[config.mk]
export PLATFORM = sky130hd
export DESIGN_NAME = button_direction_ctrl
export DESIGN_NICKNAME = d
export VERILOG_FILES = /design/src/rtl/button_direction_ctrl.sv
export SDC_FILE = /design/constraint.sdc
export NUM_CORES = 1
export LEC_CHECK = 0
export BUFFER_PORTS_ARGS = -buffer_cell sky130_fd_sc_hd__buf_4
export CAP_MARGIN = 25
export CORE_ASPECT_RATIO = 1.1
export CORE_UTILIZATION = 60
export CTS_CLUSTER_SIZE = 14
export DETAILED_ROUTE_END_ITERATION = 8
export PLACE_DENSITY = 0.78
export SLEW_MARGIN = 0
export SYNTH_ARGS = -nofsm -noshare
export SYNTH_HDL_FRONTEND = slang
export SYNTH_SLANG_ARGS = --single-unit
export TNS_END_PERCENT = 1
[constraint.sdc]
create_clock -name clk -period 5.5 [get_ports clk]
set_input_delay 1.1 -clock clk [delete_from_list [all_inputs] [get_ports clk]]
set_output_delay 1.1 -clock clk [all_outputs]
set_load 0.1 [all_outputs]
[src/rtl/button_direction_ctrl.sv]
// Debounced 4-button direction controller: one-hot move pulse per clean press, gated by game status.
// Optional auto-repeat while a single button is held: define DIR_AUTOREPEAT_EN.
module button_direction_ctrl #(
  parameter int unsigned DEBOUNCE_CYCLES = 500000,
  parameter int unsigned REPEAT_CYCLES   = 25000000
) (
  input  logic        clk,
  input  logic        rst,
  input  logic [3:0]  btn_raw,
  input  logic [1:0]  game_state,
  output logic [3:0]  direction,
  output logic [3:0]  btn_stable,
  output logic [15:0] move_count
);

  localparam int unsigned DB_W   = $clog2(DEBOUNCE_CYCLES + 1);
  // Cycles from reset release until a button held through reset is guaranteed visible in btn_stable.
  localparam int unsigned SETTLE = DEBOUNCE_CYCLES + 3;
  localparam int unsigned ST_W   = $clog2(SETTLE + 1);

  if (DEBOUNCE_CYCLES < 2 || REPEAT_CYCLES < 1) begin : g_bad_param
    $error("button_direction_ctrl: DEBOUNCE_CYCLES must be >= 2 and REPEAT_CYCLES >= 1");
  end

  typedef enum logic [1:0] {IDLE, FIRE, HOLD} state_t;

  state_t          state_q, state_d;
  logic [3:0]      sync1_q, sync1_d;
  logic [3:0]      sync2_q, sync2_d;
  logic [3:0]      stable_q, stable_d;
  logic [3:0]      dir_q, dir_d;
  logic [15:0]     mc_q, mc_d;
  logic [ST_W-1:0] settle_q, settle_d;
  logic [DB_W-1:0] db_cnt_q [4];
  logic [DB_W-1:0] db_cnt_d [4];
  logic            one_hot, playing, settled;

`ifdef DIR_AUTOREPEAT_EN
  localparam int unsigned RPT_W = $clog2(REPEAT_CYCLES + 1);
  logic [RPT_W-1:0] rpt_q, rpt_d;
  logic [3:0]       held_q, held_d;
  logic             rpt_hold;
`endif

  // Two-flop synchronizer
  always_comb begin
    sync1_d = btn_raw;
    sync2_d = sync1_q;
  end

  // Per-bit debounce: level must differ for DEBOUNCE_CYCLES counts before it is accepted
  always_comb begin
    stable_d = stable_q;
    for (int i = 0; i < 4; i++) begin
      db_cnt_d[i] = '0;
      if (sync2_q[i] != stable_q[i]) begin
        if (db_cnt_q[i] == DB_W'(DEBOUNCE_CYCLES)) begin
          stable_d[i] = sync2_q[i];
        end else begin
          db_cnt_d[i] = db_cnt_q[i] + DB_W'(1);
        end
      end
    end
  end

  always_comb begin
    settled  = (settle_q == ST_W'(SETTLE));
    settle_d = settled ? settle_q : settle_q + ST_W'(1);
    one_hot  = (stable_q != 4'b0000) && ((stable_q & (stable_q - 4'd1)) == 4'b0000);
    playing  = (game_state == 2'b00);
  end

  // Next-state and registered output logic
  always_comb begin
    state_d = state_q;
    dir_d   = 4'b0000;
    mc_d    = mc_q;
`ifdef DIR_AUTOREPEAT_EN
    rpt_d    = '0;
    held_d   = held_q;
    rpt_hold = one_hot && playing && (stable_q == held_q) && (stable_d == stable_q);
`endif
    unique case (state_q)
      IDLE: begin
        if (stable_q != 4'b0000) begin
          if (one_hot && playing) state_d = FIRE;
          else                    state_d = HOLD;
        end
      end
      FIRE: state_d = HOLD;
      HOLD: begin
        if (stable_q == 4'b0000 && settled) begin
          state_d = IDLE;
        end
`ifdef DIR_AUTOREPEAT_EN
        else if (rpt_hold) begin
          if (rpt_q == RPT_W'(REPEAT_CYCLES - 1)) state_d = FIRE;
          else                                   rpt_d   = rpt_q + RPT_W'(1);
        end
`endif
      end
      default: state_d = HOLD;
    endcase

    if (state_d == FIRE) begin
      dir_d = stable_q;
      if (mc_q != 16'hFFFF) mc_d = mc_q + 16'd1;
`ifdef DIR_AUTOREPEAT_EN
      held_d = stable_q;
`endif
    end
  end

  always_ff @(posedge clk or posedge rst) begin
    if (rst) begin
      state_q  <= HOLD;
      sync1_q  <= '0;
      sync2_q  <= '0;
      stable_q <= '0;
      dir_q    <= '0;
      mc_q     <= '0;
      settle_q <= '0;
      for (int i = 0; i < 4; i++) db_cnt_q[i] <= '0;
`ifdef DIR_AUTOREPEAT_EN
      rpt_q    <= '0;
      held_q   <= '0;
`endif
    end else begin
      state_q  <= state_d;
      sync1_q  <= sync1_d;
      sync2_q  <= sync2_d;
      stable_q <= stable_d;
      dir_q    <= dir_d;
      mc_q     <= mc_d;
      settle_q <= settle_d;
      for (int i = 0; i < 4; i++) db_cnt_q[i] <= db_cnt_d[i];
`ifdef DIR_AUTOREPEAT_EN
      rpt_q    <= rpt_d;
      held_q   <= held_d;
`endif
    end
  end

  assign direction  = dir_q;
  assign btn_stable = stable_q;
  assign move_count = mc_q;

endmodule

---- Yosys cells after proc, flatten, opt, wreduce, memory -nomap -nowiden ----
Index checks and enable logic that the tools add are counted.
word-level totals
  flip-flop bits (word level) ............. 129
  input bits .............................. 8
  output and inout port bits .............. 24
  logic and storage cells ................. 60
operators by class
  add/subtract/negate cells ............... 7
  equal/unequal tests ..................... 12
  muxes and demuxes ....................... 13
  bitwise operators ....................... 1
  reduce and logical (&&, ||, !) cells .... 13
operators with widths
  cell                                                 count
  2-to-1 mux 19 bit                                    8
  adder 19 x 1 -> 19 bit, second input constant        5
  equality test 19 bit, second input constant          5
  adder 16 x 1 -> 16 bit, second input constant        1
  != test 16 bit, second input constant                1
  AND reduction 2 bit                                  5
  logical NOT 4 bit                                    2
  2-to-1 mux 2 bit                                     3
  bitwise AND 4 bit                                    1
  logical NOT 2 bit                                    2
  2-to-1 mux 4 bit                                     1
  != test 1 bit                                        4
  case mux 2 bit (2 select lines)                      1
  nonzero test 4 bit                                   1
  subtractor 4 x 1 -> 4 bit, second input constant     1
  logical AND 1 bit                                    3
  equality test 2 x 1 -> 1 bit, second input constant  1
  equality test 2 bit, second input constant           1

---- Longest topological paths before layout ----
Gate-level depths: netlist of run 1.
  depth after elaboration ................. 10
  mapped depth ............................ 9
  mapped depth without buffers ............ 7

---- Worst setup path after synthesis of run 1 ----
No wires, ideal clock.
  kind .................................... register to register
  start ................................... register stable_q[2], in the netlist btn_stable[2]
  end ..................................... register mc_q[9], in the netlist move_count[9]
  arrival ................................. 2.372 ns
  required time ........................... 5.341 ns
  path slack .............................. 2.969 ns
  stages on the path, launching flop included .. 7
  buffers on the path ..................... 1
  clock period less this slack ............ 2.531 ns
  cells stage by stage .................... dfrtp_1 clkbuf_4 xor2_1 a211oi_2 a2111oi_4 nand4_1 xnor2_1
on the way
  word-level cells in the longest chain between the ends .. 10
  elaborated cells on any way between the ends .. 14
  those cells by class .................... add/sub: 1; eq/ne: 1; mux: 4; bitwise: 1; reduce/logical: 7
RTL lines
  element                                   RTL line  text
  start: declaration                        30        logic [3:0] stable_q, stable_d;
  start signal: assignment                  132       stable_q <= stable_d;
  subtractor 4 x 1 -> 4 bit                 69        one_hot = (stable_q != 4'b0000) && ((stable_q & (stable_q - 4'd1)) == 4'b0000);
  bitwise AND 4 bit                         69
  logical NOT 4 bit                         69
  logical AND 1 bit                         69
  logical AND 1 bit                         86        if (one_hot && playing) state_d = FIRE;
  2-to-1 mux 2 bit                          86
  2-to-1 mux 2 bit                          85        if (stable_q != 4'b0000) begin
  case mux 2 bit (2 select lines) (*)       83        unique case (state_q)
  equality test 2 x 1 -> 1 bit (*)          105       if (state_d == FIRE) begin
  AND reduction 2 bit (no source line) (*)  --
  end signal: assignment                    134       mc_q <= mc_d;
  end: declaration                          32        logic [15:0] mc_q, mc_d;
Mark *: on every way between the ends. The rest lies on a longest branch, timed or not.
A chain may end at the register's enable or synchronous reset.

---- Final worst setup path of run 1 ----
  start ................................... register stable_q[3], in the netlist btn_stable[3]
  end ..................................... output port btn_stable[3]
RTL lines
  element           RTL line  text
  end: declaration  12        output logic [3:0] btn_stable,
No word-level cell between the ends.

==> run_results.csv, run 1 <==
group,metric,value,unit
setup_path,worstPathRequired,4.40,ns
worst_hold_path,min_from,"sync1_q[3]$_DFF_PP0_",
routing,drtPass1Iterations,6,
clock_tree,cts_resized,0,
routing,vias_per_cell,5.69,
placement,port_buffers,31,
sta,fin_crit,2.62,ns
sta,slew_headroom,52.5,%
setup_path,critPathBufInv,1,
routing,antenna_left,0,
final_layout,antenna_cells,0,
synthesis,mappedNetlistNets,599,
sta,final_max_slew_viol_count,0,
setup_path,max_stage_delay,0.62,ns
synthesis,ys.flop_type,"dfrtp_1",
power,power.density,306,mW/mm^2
floorplan,initial_core_util,61.8,%
final_layout,final_nets,638,
setup_path,crit_family,"flip-flops",
status,violations,"design-rule violations",
clock_tree,clkTransAtPathRegs,0.06,ns
floorplan,core_area,0.00984,sq mm
grt,grt_antenna_before_repair,0,
setup_path,rr_startpoint,"btn_stable[3]$_DFFE_PP0P_",
floorplan,core.rowCount,38,
final_layout,syn_to_final_growth,15.3,%
setup_path,arrival,1.52,ns
grt,grt_pass1_vias,4257,
clock_tree,clock_latency,0.52,ns
sta,worst_slew_pin_slew,0.709,ns
clock_tree,cts_made_buffers,17,
synthesis,synth_edf_count,0,
synthesis,yosysMostFrequentCell,"dfrtp_1",
power,p_switching,0.446,mW
placement,post_dp_cell_area,0.00642,sq mm
grt,grtUsageTotal,23.2,%
setup_path,cp-start-kind,"register",
clock_tree,cts_sinks,129,
synthesis,syn_inst,581,
setup_path,endpoint,"btn_stable[3]",
setup_path,crit_chain,"buf_4",
power,p_clk_share,52.1,%
synthesis,synth_seq_area_share,53.1,%
floorplan,num_io_pins,32,
routing,vias,4279,
synthesis,ys_seq_elements,129,
run,cap_violations,0,
power,finalPower,2.14,mW
power,irDropWorstVdd,0.151,mV
setup_path,cpMaxStageDelayCell,"dfrtp_1",
final_layout,fin_area,0.00701,sq mm
grt,grt_pass1_wl,19300,um
setup_path,rrSetupSlack,3.36,ns
final_layout,drive_gt1_share,12.5,%
sta,rsz0062_at_grt,"false",
synthesis,ys_warn_count,0,
clock_tree,htree_levels,4,
power,pwr-share-seq,45.3,%
setup_path,end_kind,"output port",
setup_path,r2r-end,"move_count[12]$_DFFE_PP0P_",
clock_tree,cts_root_buf,"clkbuf_8",
synthesis,synthArstFlopShare,100,%
synthesis,netlist.area_leader.share,52.7,%
setup_path,reg2reg_depth,5,
placement,hpwl,7410,um
worst_hold_path,hold_class,"register to register",
routing,avgRoutedWirePerCell,14.8,um
sta,timing.final.hold_violations,0,
clock_tree,postCtsHoldBufs,0,
sta,finalCritPeriodShare,47.6,%
floorplan,die_h,108,um
synthesis,synthTopCellsByArea,"dfrtp_1 (53%), xnor2_1 (7.5%), xor2_1 (7.2%)",
sta,fin_skew,0.00795,ns
routing,routed_wl,11100,um
setup_path,cp.depth,1,
setup_path,critPathMaxFanout,9,
synthesis,avgSynthCellArea,10.5,sq um
routing,initialDrtViolationCount,213,
clock_tree,cts_tree,"built",
power,p_comb_share,2.6,%
sta,clock.fmax,0.382,GHz
setup_path,cp-startpoint,"btn_stable[3]$_DFFE_PP0P_",
synthesis,synth_area,0.00608,sq mm
synthesis,yosysTopAreaCell,"dfrtp_1",
power,intPower,1.70,mW
status,status,"finished with violations",
clock_tree,cts.path.max_buffers,2,
power,leakage,3.10,nW
setup_path,crit_type,"register to output port",
clock_tree,postCtsSetupBuffers,0,
placement,gp_congestion,0.841,
sta,setup_viol,0,
floorplan,fp.dieW,98.0,um
floorplan,dieArea,0.0105,sq mm
synthesis,synthTopCellsByCount,"dfrtp_1 (128), nor2_1 (99), xnor2_1 (52)",
power,swShare,20.8,%
routing,drc,5,
grt,overflow,0,
sta,hold_slack,0.348,ns
grt,grt_max_degree,54,
sta,finalSetupTns,0,ns
synthesis,ys_types,45,
## cell usage in the layout (no fill, tap or decap), types with 3 or more instances in the layout
| master | synthesis | layout |
|---|---|---|
| bufinv_16 | 0 | 3 |
| mux2_2 | 5 | 5 |
| clkinv_2 | 0 | 4 |
| nor3_1 | 11 | 11 |
| and2_1 | 5 | 5 |
| xnor2_1 | 52 | 52 |
| clkbuf_8 | 0 | 4 |
| and3_1 | 19 | 19 |
| nand4_1 | 28 | 28 |
| buf_4 | 2 | 32 |
| nor4b_1 | 6 | 6 |
| nand3_1 | 43 | 43 |
| inv_1 | 21 | 20 |
| nor2_1 | 99 | 99 |
| clkbuf_16 | 0 | 16 |
| nor4_1 | 11 | 11 |
| and4_1 | 6 | 6 |
| o21ai_0 | 3 | 3 |
| dfrtp_1 | 128 | 128 |
| ha_1 | 10 | 10 |
| or2_1 | 3 | 3 |
| nand2_1 | 39 | 39 |
| xor2_1 | 50 | 50 |
| or3_1 | 4 | 4 |
## final cells by class
cell class,count,area (sq um)
flip-flops and latches,129,3230
clock buffers,21,459
inverters,21,81.3
well taps,120,150
clock inverters,10,134
repair buffers,33,268
fillers,675,2830
multi-input cells,418,2690
## flip-flops by register name (all words and copies together) (netlist names)
| signal | cells |
|---|---|
| direction | 4 |
| sync1_q | 4 |
| state_q | 2 |
| settle_q | 19 |
| btn_stable | 4 |
| db_cnt_q | 76 |
| sync2_q | 4 |
| move_count | 16 |
## power groups by stage
stage               Sequential, mW  Combinational (mW)  Clock, mW
floorplan                    0.988              0.0396          0
global placement             0.987              0.0534          0
detailed placement           0.988              0.0580          0
CTS                          0.972              0.0583       1.13
global route                 0.973              0.0659       1.18
finish                       0.972              0.0561       1.12
## how the worst min path moves through the flow
stage / to / slack [ns] / cells after the start
finish: sync2_q[3]$_DFF_PP0_ / 0.35 / 0
global route: sync2_q[3]$_DFF_PP0_ / 0.35 / 0
CTS: sync2_q[3]$_DFF_PP0_ / 0.35 / 0
detailed placement: sync2_q[1]$_DFF_PP0_ / 0.34 / 0
global placement: sync2_q[1]$_DFF_PP0_ / 0.33 / 0
floorplan: sync2_q[0]$_DFF_PP0_ / 0.33 / 0
## per-layer routing
layer | vias to the layer above | routed length [um] | track usage [%] | share of wire, %
met5 | - | 0 | 0 | 0
met4 | 0 | 227 | 10.6 | 2.0
met3 | 27 | 484 | 5.84 | 4.4
met2 | 118 | 5360 | 37.7 | 48
met1 | 2081 | 5030 | 29.4 | 45
li1 | 2053 | - | - | -
## stage by stage
step | cells | setup slack, ns | util [%]
finish | 752 | 2.88 | 71.2
global placement | 720 | 2.83 | 64.9
CTS | 752 | 2.87 | 71.2
detailed placement | 721 | 2.71 | 65.2
floorplan | 581 | 0.961 | -
global route | 752 | 2.84 | 71.2
## logic make-up after synthesis
group	share of synthesized area, %
xor gates and xnor gates	14.7
and+or+nand+nor	24.7
buffers and inverters	2.67
adders and majority gates	2.22
AOI/OAI and AO/OA	1.17
DFF	53.1
muxes	1.46
No activity file was read; power rests on OpenSTA's default activity.
==> run 2: changes to the inputs <==
Settings changed: CORE_UTILIZATION 60 to 55, PLACE_DENSITY 0.78 to 0.76.
Clock period 5.5 ns to 2.3 ns, I/O delays scaled along.
==> run 2 against run 1 <==
Compared with the run above:
- the flow now finishes without violations
- hold slack lost 0.22 ns
- first-iteration DRC count increased by 12%
- sequential share of layout area decreased by 0.60 points
- count of clock-buffer cells in the layout is the same
- sequential cell count did not move
- cell count rose by 4.0%
- clock power is 140% higher
- total power up 140%
- global-route usage decreased by 0.40 points
- via count grew 1.2%
- utilization is 4.2 points lower
- critical path type is now register to register
- highest routed layer unchanged
==> run_results.csv, run 2 (same netlist as run 1, synthesis figures left out) <==
group,metric,value,unit
status,status,"completed",
sta,finalSetupTns,0,ns
placement,hpwl,7710,um
setup_path,worstPathRequired,2.59,ns
floorplan,num_io_pins,32,
sta,fin_crit,2.09,ns
sta,slew_headroom,58.7,%
setup_path,arrival,2.38,ns
setup_path,crit_type,"register to register",
floorplan,core_area,0.0106,sq mm
setup_path,cp-startpoint,"move_count[0]$_DFFE_PP0P_",
final_layout,seqCellArea,0.00323,sq mm
placement,gp_congestion,0.850,
grt,grt_pass1_vias,4348,
placement,dpl.cell_count,751,
setup_path,cp.depth,4,
sta,timing.final.hold_violations,0,
routing,drtPass1Iterations,5,
setup_path,cpMaxStageDelayCell,"a2111oi_4",
clock_tree,cts_resized,0,
clock_tree,cts.path.max_buffers,2,
clock_tree,cts_sinks,129,
routing,antenna_left,0,
grt,grtUsageTotal,22.8,%
setup_path,rr_startpoint,"move_count[0]$_DFFE_PP0P_",
clock_tree,cts_root_buf,"clkbuf_16",
setup_path,r2r-end,"move_count[1]$_DFFE_PP0P_",
sta,clock.fmax,0.480,GHz
placement,port_buffers,31,
floorplan,die_h,112,um
routing,vias,4332,
clock_tree,postCtsSetupBuffers,0,
sta,fin_skew,0.0109,ns
sta,setup_viol,0,
final_layout,fin_util,67.1,%
run,cap_violations,0,
final_layout,syn_to_final_growth,16.8,%
routing,vias_per_cell,5.54,
setup_path,crit_family,"compound AO/OA/AOI/OAI gates",
clock_tree,clkTransAtPathRegs,0.06,ns
final_layout,multi_input_area,0.00269,sq mm
setup_path,cp-start-kind,"register",
final_layout,drive_gt1_share,13.1,%
setup_path,crit_chain,"ha_1, and3_1, a2111oi_4, mux2_1",
setup_path,reg2reg_depth,4,
sta,worst_slew_pin_slew,0.619,ns
routing,avgRoutedWirePerCell,14.8,um
clock_tree,cts_tree,"built",
setup_path,rrSetupSlack,0.21,ns
routing,routed_wl,11600,um
sta,rsz0062_at_grt,"false",
grt,overflow,0,
floorplan,dieArea,0.0115,sq mm
final_layout,final_nets,645,
sta,final_max_slew_viol_count,0,
grt,grt_antenna_before_repair,0,
final_layout,fin_area,0.00710,sq mm
placement,post_dp_cell_area,0.00652,sq mm
final_layout,regMostFlops,"db_cnt_q",
power,leakage,3.13,nW
clock_tree,cts_made_buffers,17,
floorplan,fp.dieW,102,um
final_layout,largest_reg_flops,76,
clock_tree,postCtsHoldBufs,0,
setup_path,critPathMaxFanout,9,
power,finalPower,5.14,mW
clock_tree,clock_latency,0.42,ns
setup_path,end_kind,"register",
grt,grt_max_degree,31,
sta,finalCritPeriodShare,90.7,%
final_layout,antenna_cells,0,
routing,drc,0,
power,power.density,723,mW/mm^2
grt,grt_pass1_wl,20300,um
final_layout,fillers,763,
final_layout,final_common_cell,"dfrtp_1",
floorplan,core.rowCount,39,
setup_path,critPathBufInv,0,
floorplan,initial_core_util,57.4,%
worst_hold_path,hold_class,"input port to asynchronous set/reset pin",
clock_tree,htree_levels,4,
final_layout,layout.cells.non_filler,782,
routing,initialDrtViolationCount,239,
final_layout,final_cell_mix,"dfrtp_1 (128), nor2_1 (99), xnor2_1 (52)",
setup_path,max_stage_delay,0.62,ns
power,irDropWorstVdd,0.595,mV
run 2: cell count changes in the layout (fill, tap and decap cells not counted), sizes merged:
cell,delta
buf,+7
run 2: layer usage:
layer / wire length [um] / track usage (%) / vias to the layer above
li1: - / - / 2066
met3: 534 / 6.29 / 17
met4: 178 / 8.95 / 0
met5: 0 / 0 / -
met2: 5660 / 35.6 / 96
met1: 5200 / 30.1 / 2153
run 2: worst reg2reg max path: cells and delay by family, from the launching register on:
kind            cells  cell delay, ns
compound gates      1            0.62
simple gates        1            0.30
mux                 1            0.38
fa+ha+maj           1            0.24
flops               1            0.43
run 2: area by class of cell:
class / count / area share (%)
clock buffer: 21 / 6.34
clock inverter: 10 / 1.90
inverter: 21 / 1.16
multi-input combinational: 418 / 37.9
sequential: 129 / 45.5
tap: 143 / 2.52
timing repair buffer: 40 / 4.76
run 2: how the worst max path moves through the flow:
| stage | to | slack, ns |
|---|---|---|
| 2_1_floorplan | move_count[9]$_DFFE_PP0P_ | -0.23 |
| 3_5_place_dp | move_count[1]$_DFFE_PP0P_ | 0.23 |
| 6_report | move_count[1]$_DFFE_PP0P_ | 0.21 |
| 4_1_cts | move_count[1]$_DFFE_PP0P_ | 0.21 |
| 5_1_grt | move_count[9]$_DFFE_PP0P_ | 0.03 |
| 3_3_place_gp | move_count[1]$_DFFE_PP0P_ | 0.28 |
run 2: report_power, final:
group          leakage (nW)  switching, mW  internal (mW)
Combinational          1.10         0.0988         0.0506
Sequential             1.75         0.0304           2.30
Clock                 0.287          0.940           1.72
Total                  3.13           1.07           4.07
run 2: stage by stage:
step | setup WS (ns) | hold WS, ns
2_1_floorplan | -0.231 | 0.331
3_3_place_gp | 0.277 | 0.337
3_5_place_dp | 0.228 | 0.335
4_1_cts | 0.213 | 0.126
5_1_grt | 0.0325 | 0.138
6_report | 0.215 | 0.124
